$ cat config.mk
export PLATFORM = sky130hd
export DESIGN_NAME = inst_encode_loader
export DESIGN_NICKNAME = d
export VERILOG_FILES = /design/src/rtl/inst_encode_loader.sv
export SDC_FILE = /design/constraint.sdc
export NUM_CORES = 1
export LEC_CHECK = 0
export CORE_AREA = 2 2 81 83
export CTS_CLUSTER_DIAMETER = 100
export DETAILED_ROUTE_END_ITERATION = 7
export DIE_AREA = 0 0 83 85
export PLACE_DENSITY = 0.84
export SLEW_MARGIN = 20
export SYNTH_ARGS = -nofsm -noshare
export SYNTH_HDL_FRONTEND = slang
export SYNTH_SLANG_ARGS = --single-unit
export TNS_END_PERCENT = 50
$ cat constraint.sdc
create_clock -name clk -period 5.6 [get_ports clk]
set_input_delay 1.12 -clock clk [delete_from_list [all_inputs] [get_ports clk]]
set_output_delay 1.12 -clock clk [all_outputs]
set_load 0.01 [all_outputs]
$ cat src/rtl/inst_encode_loader.sv
// Encodes symbolic instructions into 32-bit MIPS words and loads them into consecutive
// instruction-memory addresses, holding the CPU in run-inhibit until the load is done.
// Optional macro CHECKSUM_EN adds a running-XOR checksum output of all written words.
module inst_encode_loader #(
    parameter int unsigned INST_WIDTH = 32,
    parameter int unsigned ADDR_WIDTH = 6,
    parameter int unsigned BASE_ADDR  = 0
) (
    input  logic                  clk,
    input  logic                  rst,
    input  logic                  start,
    input  logic                  in_valid,
    output logic                  in_ready,
    input  logic [3:0]            in_kind,
    input  logic [4:0]            in_rs,
    input  logic [4:0]            in_rt,
    input  logic [4:0]            in_rd,
    input  logic [15:0]           in_imm,
    input  logic [25:0]           in_target,
    input  logic                  in_last,
    output logic                  imem_we,
    output logic [ADDR_WIDTH-1:0] imem_addr,
    output logic [INST_WIDTH-1:0] imem_wdata,
    output logic [ADDR_WIDTH:0]   count,
    output logic                  done,
    output logic [1:0]            err_code,
    output logic                  cpu_run
`ifdef CHECKSUM_EN
    ,
    output logic [INST_WIDTH-1:0] checksum
`endif
);

    localparam int unsigned CNT_W = ADDR_WIDTH + 1;
    localparam logic [ADDR_WIDTH-1:0] BASE     = ADDR_WIDTH'(BASE_ADDR);
    localparam logic [ADDR_WIDTH-1:0] TOP_ADDR = '1;
    localparam logic [CNT_W-1:0]      CNT_MAX  = CNT_W'(1) << ADDR_WIDTH;
    localparam logic [1:0] ERR_NONE    = 2'd0;
    localparam logic [1:0] ERR_ILLEGAL = 2'd1;
    localparam logic [1:0] ERR_OVF     = 2'd2;

    typedef enum logic [1:0] {
        S_IDLE,
        S_LOAD,
        S_DONE,
        S_ERR
    } state_t;

    state_t                  state_q, state_d;
    logic [ADDR_WIDTH-1:0]   ptr_q, ptr_d;
    logic                    in_ready_q, in_ready_d;
    logic                    imem_we_q, imem_we_d;
    logic [ADDR_WIDTH-1:0]   imem_addr_q, imem_addr_d;
    logic [INST_WIDTH-1:0]   imem_wdata_q, imem_wdata_d;
    logic [CNT_W-1:0]        count_q, count_d;
    logic                    done_q, done_d;
    logic [1:0]              err_q, err_d;
    logic                    cpu_run_q, cpu_run_d;
`ifdef CHECKSUM_EN
    logic [INST_WIDTH-1:0]   checksum_q, checksum_d;
`endif

    logic [5:0]  opcode_c;
    logic [5:0]  funct_c;
    logic        legal_c;
    logic [31:0] enc_c;
    logic        accept_c;

    // Instruction encoder: kinds 0-4 are R-type, 9 is j, the rest of 5-8 are I-type
    always_comb begin
        opcode_c = 6'h00;
        funct_c  = 6'h20;
        legal_c  = 1'b1;
        enc_c    = '0;
        case (in_kind)
            4'd0: funct_c = 6'h20;
            4'd1: funct_c = 6'h22;
            4'd2: funct_c = 6'h24;
            4'd3: funct_c = 6'h25;
            4'd4: funct_c = 6'h2A;
            4'd5: opcode_c = 6'h23;
            4'd6: opcode_c = 6'h2B;
            4'd7: opcode_c = 6'h08;
            4'd8: opcode_c = 6'h04;
            4'd9: opcode_c = 6'h02;
            default: legal_c = 1'b0;
        endcase
        if (in_kind <= 4'd4) begin
            enc_c = {6'h00, in_rs, in_rt, in_rd, 5'd0, funct_c};
        end else if (in_kind == 4'd9) begin
            enc_c = {opcode_c, in_target};
        end else begin
            enc_c = {opcode_c, in_rs, in_rt, in_imm};
        end
    end

    assign accept_c = in_valid & in_ready_q;

    // Next-state and registered-output logic
    always_comb begin
        state_d      = state_q;
        ptr_d        = ptr_q;
        imem_we_d    = 1'b0;
        imem_addr_d  = imem_addr_q;
        imem_wdata_d = imem_wdata_q;
        count_d      = count_q;
        done_d       = done_q;
        err_d        = err_q;
`ifdef CHECKSUM_EN
        checksum_d   = checksum_q;
`endif
        case (state_q)
            S_IDLE, S_DONE, S_ERR: begin
                if (start) begin
                    state_d     = S_LOAD;
                    ptr_d       = BASE;
                    imem_addr_d = BASE;
                    count_d     = '0;
                    done_d      = 1'b0;
                    err_d       = ERR_NONE;
`ifdef CHECKSUM_EN
                    checksum_d  = '0;
`endif
                end
            end
            S_LOAD: begin
                if (accept_c) begin
                    if (!legal_c) begin
                        state_d = S_ERR;
                        err_d   = ERR_ILLEGAL;
                    end else begin
                        imem_we_d    = 1'b1;
                        imem_addr_d  = ptr_q;
                        imem_wdata_d = INST_WIDTH'(enc_c);
`ifdef CHECKSUM_EN
                        checksum_d   = checksum_q ^ INST_WIDTH'(enc_c);
`endif
                        if (count_q != CNT_MAX) begin
                            count_d = count_q + CNT_W'(1);
                        end
                        // The top address is written but never wraps; only in_last ends cleanly there
                        if (in_last) begin
                            state_d = S_DONE;
                            done_d  = 1'b1;
                        end else if (ptr_q == TOP_ADDR) begin
                            state_d = S_ERR;
                            err_d   = ERR_OVF;
                        end else begin
                            ptr_d = ptr_q + ADDR_WIDTH'(1);
                        end
                    end
                end
            end
            default: state_d = S_IDLE;
        endcase
        in_ready_d = (state_d == S_LOAD);
        cpu_run_d  = (state_d == S_DONE);
    end

    always_ff @(posedge clk or posedge rst) begin
        if (rst) begin
            state_q      <= S_IDLE;
            ptr_q        <= BASE;
            in_ready_q   <= 1'b0;
            imem_we_q    <= 1'b0;
            imem_addr_q  <= BASE;
            imem_wdata_q <= '0;
            count_q      <= '0;
            done_q       <= 1'b0;
            err_q        <= ERR_NONE;
            cpu_run_q    <= 1'b0;
`ifdef CHECKSUM_EN
            checksum_q   <= '0;
`endif
        end else begin
            state_q      <= state_d;
            ptr_q        <= ptr_d;
            in_ready_q   <= in_ready_d;
            imem_we_q    <= imem_we_d;
            imem_addr_q  <= imem_addr_d;
            imem_wdata_q <= imem_wdata_d;
            count_q      <= count_d;
            done_q       <= done_d;
            err_q        <= err_d;
            cpu_run_q    <= cpu_run_d;
`ifdef CHECKSUM_EN
            checksum_q   <= checksum_d;
`endif
        end
    end

    assign in_ready   = in_ready_q;
    assign imem_we    = imem_we_q;
    assign imem_addr  = imem_addr_q;
    assign imem_wdata = imem_wdata_q;
    assign count      = count_q;
    assign done       = done_q;
    assign err_code   = err_q;
    assign cpu_run    = cpu_run_q;
`ifdef CHECKSUM_EN
    assign checksum   = checksum_q;
`endif

endmodule

==> After elaboration in Yosys (flattened, before gate mapping) <==
Index checks and enable logic that the tools add are counted.
Widths: inputs -> output; s select.
{ "totals": {"inputBits": 66, "regBits": 59} }
{ "op_classes": {"n_reduce_logical": 10, "n_bitwise": 1, "eq_ne": 25, "n_addsub": 2, "n_lt_le_gt_ge": 1, "mux": 39} }
{ "ops": {"columns": ["cell", "count"], "rows": [
  ["$mux 6", 7],
  ["$mux 32", 1],
  ["$pmux 6 s5", 1],
  ["$mux 7", 4],
  ["$mux 26", 1],
  ["$pmux 6 s2", 2],
  ["$mux 2", 10],
  ["$eq 4x3->1 const B", 4],
  ["$pmux 4 s4", 1],
  ["$ne 2x2->1 const B", 7],
  ["$pmux 7 s2", 1],
  ["$reduce_and 4->1", 3],
  ["$reduce_or 10->1", 1],
  ["$eq 4x2->1 const B", 2],
  ["$eq 4x4->1 const B", 2],
  ["$mux 1", 8],
  ["$pmux 2 s2", 2],
  ["$add 7x1->7 const B", 1],
  ["$ne 7x7->1 const B", 1],
  ["$add 6x1->6 const B", 1],
  ["$eq 2x2->1 const B", 3],
  ["$eq 6x6->1 const B", 1],
  ["$ne 3x3->1 const B", 2],
  ["$reduce_and 3->1", 2],
  ["other kinds (9)", 10]
]} }

==> Depth between registers and ports, before layout <==
{ "logic_depth": {"depth_word": 7, "depth_mapped": 7, "ltp_nobuf": 5} }

==> Least setup slack after synthesis <==
No wires, ideal clock.
{ "synth_path": {"path_kind": "input to register", "start": "input in_kind[2]", "end": "register ptr_q[5]", "setup_ns": 0.077, "arrival_time_ns": 2.295, "required_ns": 5.523, "cell_stages": 5, "setup_slack_ns": 3.227, "cell_sequence": "buf_2 o21ai_4 o2111ai_4 or4_1 a21oi_1"} }
{ "synth_via": {"elab_chain_cells": 5, "word_cells_on_any_way": 14} }
{ "synth_lines": {"columns": ["element", "line", "source"], "rows": [
  ["start: declaration", "14", "input logic [3:0] in_kind,"],
  ["$eq 4x4->1 (tied with other cells)", "75", "case (in_kind)"],
  ["$reduce_or 10->1 (no source line) (*)", null, null],
  ["$mux 1 (*)", "75", null],
  ["$ne 2x2->1 (no source line) (*)", null, null],
  ["$reduce_and 5->1 (no source line) (*)", null, null],
  ["end signal: assignment", "177", "ptr_q <= ptr_d;"],
  ["end: declaration", "50", "logic [ADDR_WIDTH-1:0] ptr_q, ptr_d;"]
]} }
Every way passes the cells marked *; elsewhere a longest branch is shown, timed or not.
A chain may end at the register's enable or synchronous reset.

==> Worst setup path in the final report <==
{ "layout_path": {"start": "input in_kind[3]", "end": "register imem_wdata_q[25], in the netlist imem_wdata[25]"} }
{ "layout_via": {"elab_chain_cells": 4, "word_cells_on_any_way": 16} }
{ "layout_lines": {"columns": ["element", "line", "source"], "rows": [
  ["$eq 4x4->1 (tied with other cells)", "75, 90", null],
  ["$reduce_or 10->1 (no source line)", null, null],
  ["$mux 1", "75", null],
  ["$reduce_and 3->1 (no source line)", null, null],
  ["end signal: assignment", "181", "imem_wdata_q <= imem_wdata_d;"],
  ["end: declaration", "54", "logic [INST_WIDTH-1:0] imem_wdata_q, imem_wdata_d;"]
]} }
Parallel ways exist; a longest one is shown, timed or not.

==> summary.txt <==
Status
  – Status: finished clean

CTS
  – CTS-repair resized insts: 0
  – Hold buffers post-CTS: 0
  – Number of buffers created by CTS: 9
  – CTS max path bufs: 2
  – CTS tree: done
  – Clock sink count: 57
  – Skew-Pair Late Insertion Delay: 0.32 ns
  – Post CTS Setup Buffer Count: 0
  – Root buffer cell: clkbuf_8
  – Reg clk slew, reported paths: 0.06 ns
  – H-tree levels: 3

Logic synthesis
  – Area leader, netlist: dfrtp_1
  – Flops & latches, synth: 57
  – YS warnings: 0
  – Synth cell types: 46
  – Synth area leaders: dfrtp_1, mux2i_1, nand2_1
  – Syn Inst Count: 282
  – Seq/Total Area, Yosys: 51.0%
  – Average cell area after synthesis: 9.92 µm²
  – Cell Area, Synth: 2800 µm²
  – Top cell type's share of synthesized area: 51.0%
  – Synthesized Nets: 351

Floorplanning
  – I/O pins: 117
  – DIE HEIGHT: 85 µm
  – Die ar.: 7060 µm²
  – Die X: 83 µm
  – Initial core utilization: 45.1%
  – Row count: 29
  – Area of the core: 6200 µm²

Placement
  – Placer Congestion: 0.851
  – IO buf count: 115
  – Dpl hpwl: 5.40 mm

Worst setup path
  – Worst stage delay on the critical path: 0.89 ns
  – Critical path cell sequence: clkdlybuf4s50_1, nor4bb_4, buf_4, mux2i_1, o21ai_0
  – CP endpoint kind: flip-flop
  – Crit start category: input pin
  – CP max FO: 16
  – Critical Path AT: 3.60 ns
  – Critical Path RT: 5.79 ns
  – Crit-path slowest cell: nor4bb_4
  – WP buf/inv: 2
  – CP delay by family, top: buffers and inverters
  – WP depth: 5
  – Worst R2R Path Depth: 5
  – R2R Setup Slk: 3.27 ns
  – CP Class: in -> reg

Hold path
  – HP Class: reg -> reg
  – Min-Delay Path Depth: 2

Routing
  – DRT Wirelength: 7.40 mm
  – Per-cell routed wire length: 15.5 µm
  – Drt pass-1 iters: 4
  – DRC: 0
  – Vias per cell: 5.32
  – Vias: 2,530
  – Initial drt markers: 122
  – Routed Antenna Nets: 0

Job
  – Max Cap Violations: 0

STA
  – Crit path time final: 3.41 ns
  – Final Setup Violations: 0
  – Final Slew Violations: 0
  – Least-Margin Pin Slew: 0.979 ns
  – Max Clk Rate: 293 MHz
  – Worst relative slew slack: 34.7%
  – Clk_skew: 0.00568 ns
  – Tcrit/Tclk final: 60.9%
  – RSZ-0062 raised after global routing: no
  – Fin. Hold Viols: 0
  – Final setup TNS: 0 ns

Final layout
  – Filler Cells Inserted: 493
  – Area of the multi-input gates: 1260 µm²
  – Nets: 463
  – Area Growth Syn to Fin: 49.0%
  – Diodes inserted: 0
  – Register Area: 1430 µm²
  – Share of cells above drive strength 1: 6.27%

Power
  – Pwr/cell area: 391 nW/µm²
  – Leak: 1.73 nW
  – Pwr Total: 1.63 mW
  – Worst IR drop on VDD: 0.277 mV

Global route
  – Vias in the first global route: 2,469
  – Global-route wire length before repair: 12.0 mm
  – GRT Total Usage: 21.3%
  – Initial antenna violation count: 0
  – GR Overflow Total: 0
  – Largest net degree at the start of global routing: 58
-- Yosys cell counts, drive strengths merged --
library cell and instances:
inv 9, a22o 1, or2 1, nand2 48, o211ai 5, nor2b 5
o21ai 30, or4 1, buf 10, ha 3, nand4b 1, and2 2
o22ai 2, clkbuf 7, o221ai 2, o31ai 4, nor4 3, o311ai 1
and3 2, a21oi 14, nor4bb 1, nand4 3, mux2i 25, a311oi 1
dfrtp 57, or3 1, a211o 1, mux2 2, nand2b 1, a21o 1
nor3 3, o2111ai 1, a32oi 4, conb 1, nand3 13, nor2 8
a32o 1, o22a 1, and4b 1, a211oi 2, o221a 1, o41ai 1
xnor2 1
-- cell type report --
class / instances / share of cell area, %
clock buffer: 13 / 3.81
sequential: 57 / 34.2
inverter: 9 / 0.811
tap: 77 / 2.31
clock inverter: 3 / 0.360
multi-input combinational: 199 / 30.3
timing repair buffer: 118 / 28.2
-- path summary, 6_finish.rpt --
| check | startpoint | endpoint |
|---|---|---|
| worst max-delay path | in_kind[3] | imem_wdata[25]$_DFFE_PP0P_ |
| worst min-delay path | imem_wdata[18]$_DFFE_PP0P_ | imem_wdata[18]$_DFFE_PP0P_ |
| worst max register to register | state_q[1]$_DFF_PP0_ | imem_wdata[1]$_DFFE_PP0P_ |
| worst min register to register | imem_wdata[18]$_DFFE_PP0P_ | imem_wdata[18]$_DFFE_PP0P_ |
| max in group asynchronous | rst | imem_wdata[15]$_DFFE_PP0P_ |
| min in group asynchronous | rst | imem_wdata[20]$_DFFE_PP0P_ |
-- layer usage --
| metal | track usage [%] | vias to the layer above | wire length, µm |
|---|---|---|---|
| met5 | 0 | - | 0 |
| met4 | 10.1 | 0 | 151 |
| met3 | 4.18 | 14 | 397 |
| met2 | 34.9 | 90 | 3640 |
| met1 | 27.4 | 1184 | 3210 |
| li1 | - | 1242 | - |
-- kinds of logic (layout without fill, tap and decap cells) --
| family | count (synthesis) | count (layout) | synth area share (%) |
|---|---|---|---|
| AO/OA/AOI/OAI | 73 | 73 | 17.4 |
| XOR/XNOR | 1 | 1 | 0.313 |
| adder cells (fa/ha/maj) | 3 | 3 | 1.34 |
| buffers and inverters | 26 | 143 | 4.34 |
| flip-flops | 57 | 57 | 51.0 |
| multiplexers | 27 | 27 | 9.75 |
| other | 1 | 1 | 0.134 |
| AND/OR/NAND/NOR | 94 | 94 | 15.7 |
-- registers in the layout, indices dropped and copies added (netlist names) --
| name | flops |
|---|---|
| err_code | 2 |
| imem_addr | 6 |
| imem_we | 1 |
| in_ready | 1 |
| done | 1 |
| imem_wdata | 30 |
| ptr_q | 6 |
| state_q | 2 |
| cpu_run | 1 |
| count | 7 |
-- cell usage in the layout, fill, tap and decap left out, types with 2 or more instances in the layout --
cell	count
mux2i_1	25
o211ai_1	5
nor3_1	3
a21oi_1	14
clkbuf_8	11
nand4_1	3
nor4_1	3
dfrtp_1	57
mux2_2	2
nand3_1	13
clkdlybuf4s50_1	115
and3_1	2
and2_1	2
nor2b_1	5
nand2_1	48
ha_1	3
inv_1	8
buf_4	3
nor2_1	8
clkbuf_1	2
clkinv_2	3
o21ai_0	29
a211oi_1	2
o221ai_1	2
o31ai_1	4
a32oi_1	4
o22ai_1	2
-- metrics by stage --
step	cells	worst slack [ns]	area, µm²	hold slack (ns)	utilization, %
floorplan	282	3.08	2800	0.491	-
detailed placement	460	1.84	3990	0.469	64.4
finish	476	2.19	4170	0.479	67.2
global placement	460	1.99	3990	0.462	64.4
CTS	476	2.19	4170	0.484	67.2
global route	476	2.03	4170	0.512	67.2
-- report_power, final --
part	internal (mW)	leakage [nW]	switching, mW
Combinational	0.354	0.907	0.294
Sequential	0.548	0.732	0.0977
Clock	0.183	0.0932	0.155
-- worst min-delay path, delay by kind of cell (launching register included) --
family,cells,cell delay [ns]
flip-flops,1,0.34
AO/OA/AOI/OAI,1,0.06
AND/OR/NAND/NOR,1,0.04
No activity file was read; power rests on OpenSTA's default activity.
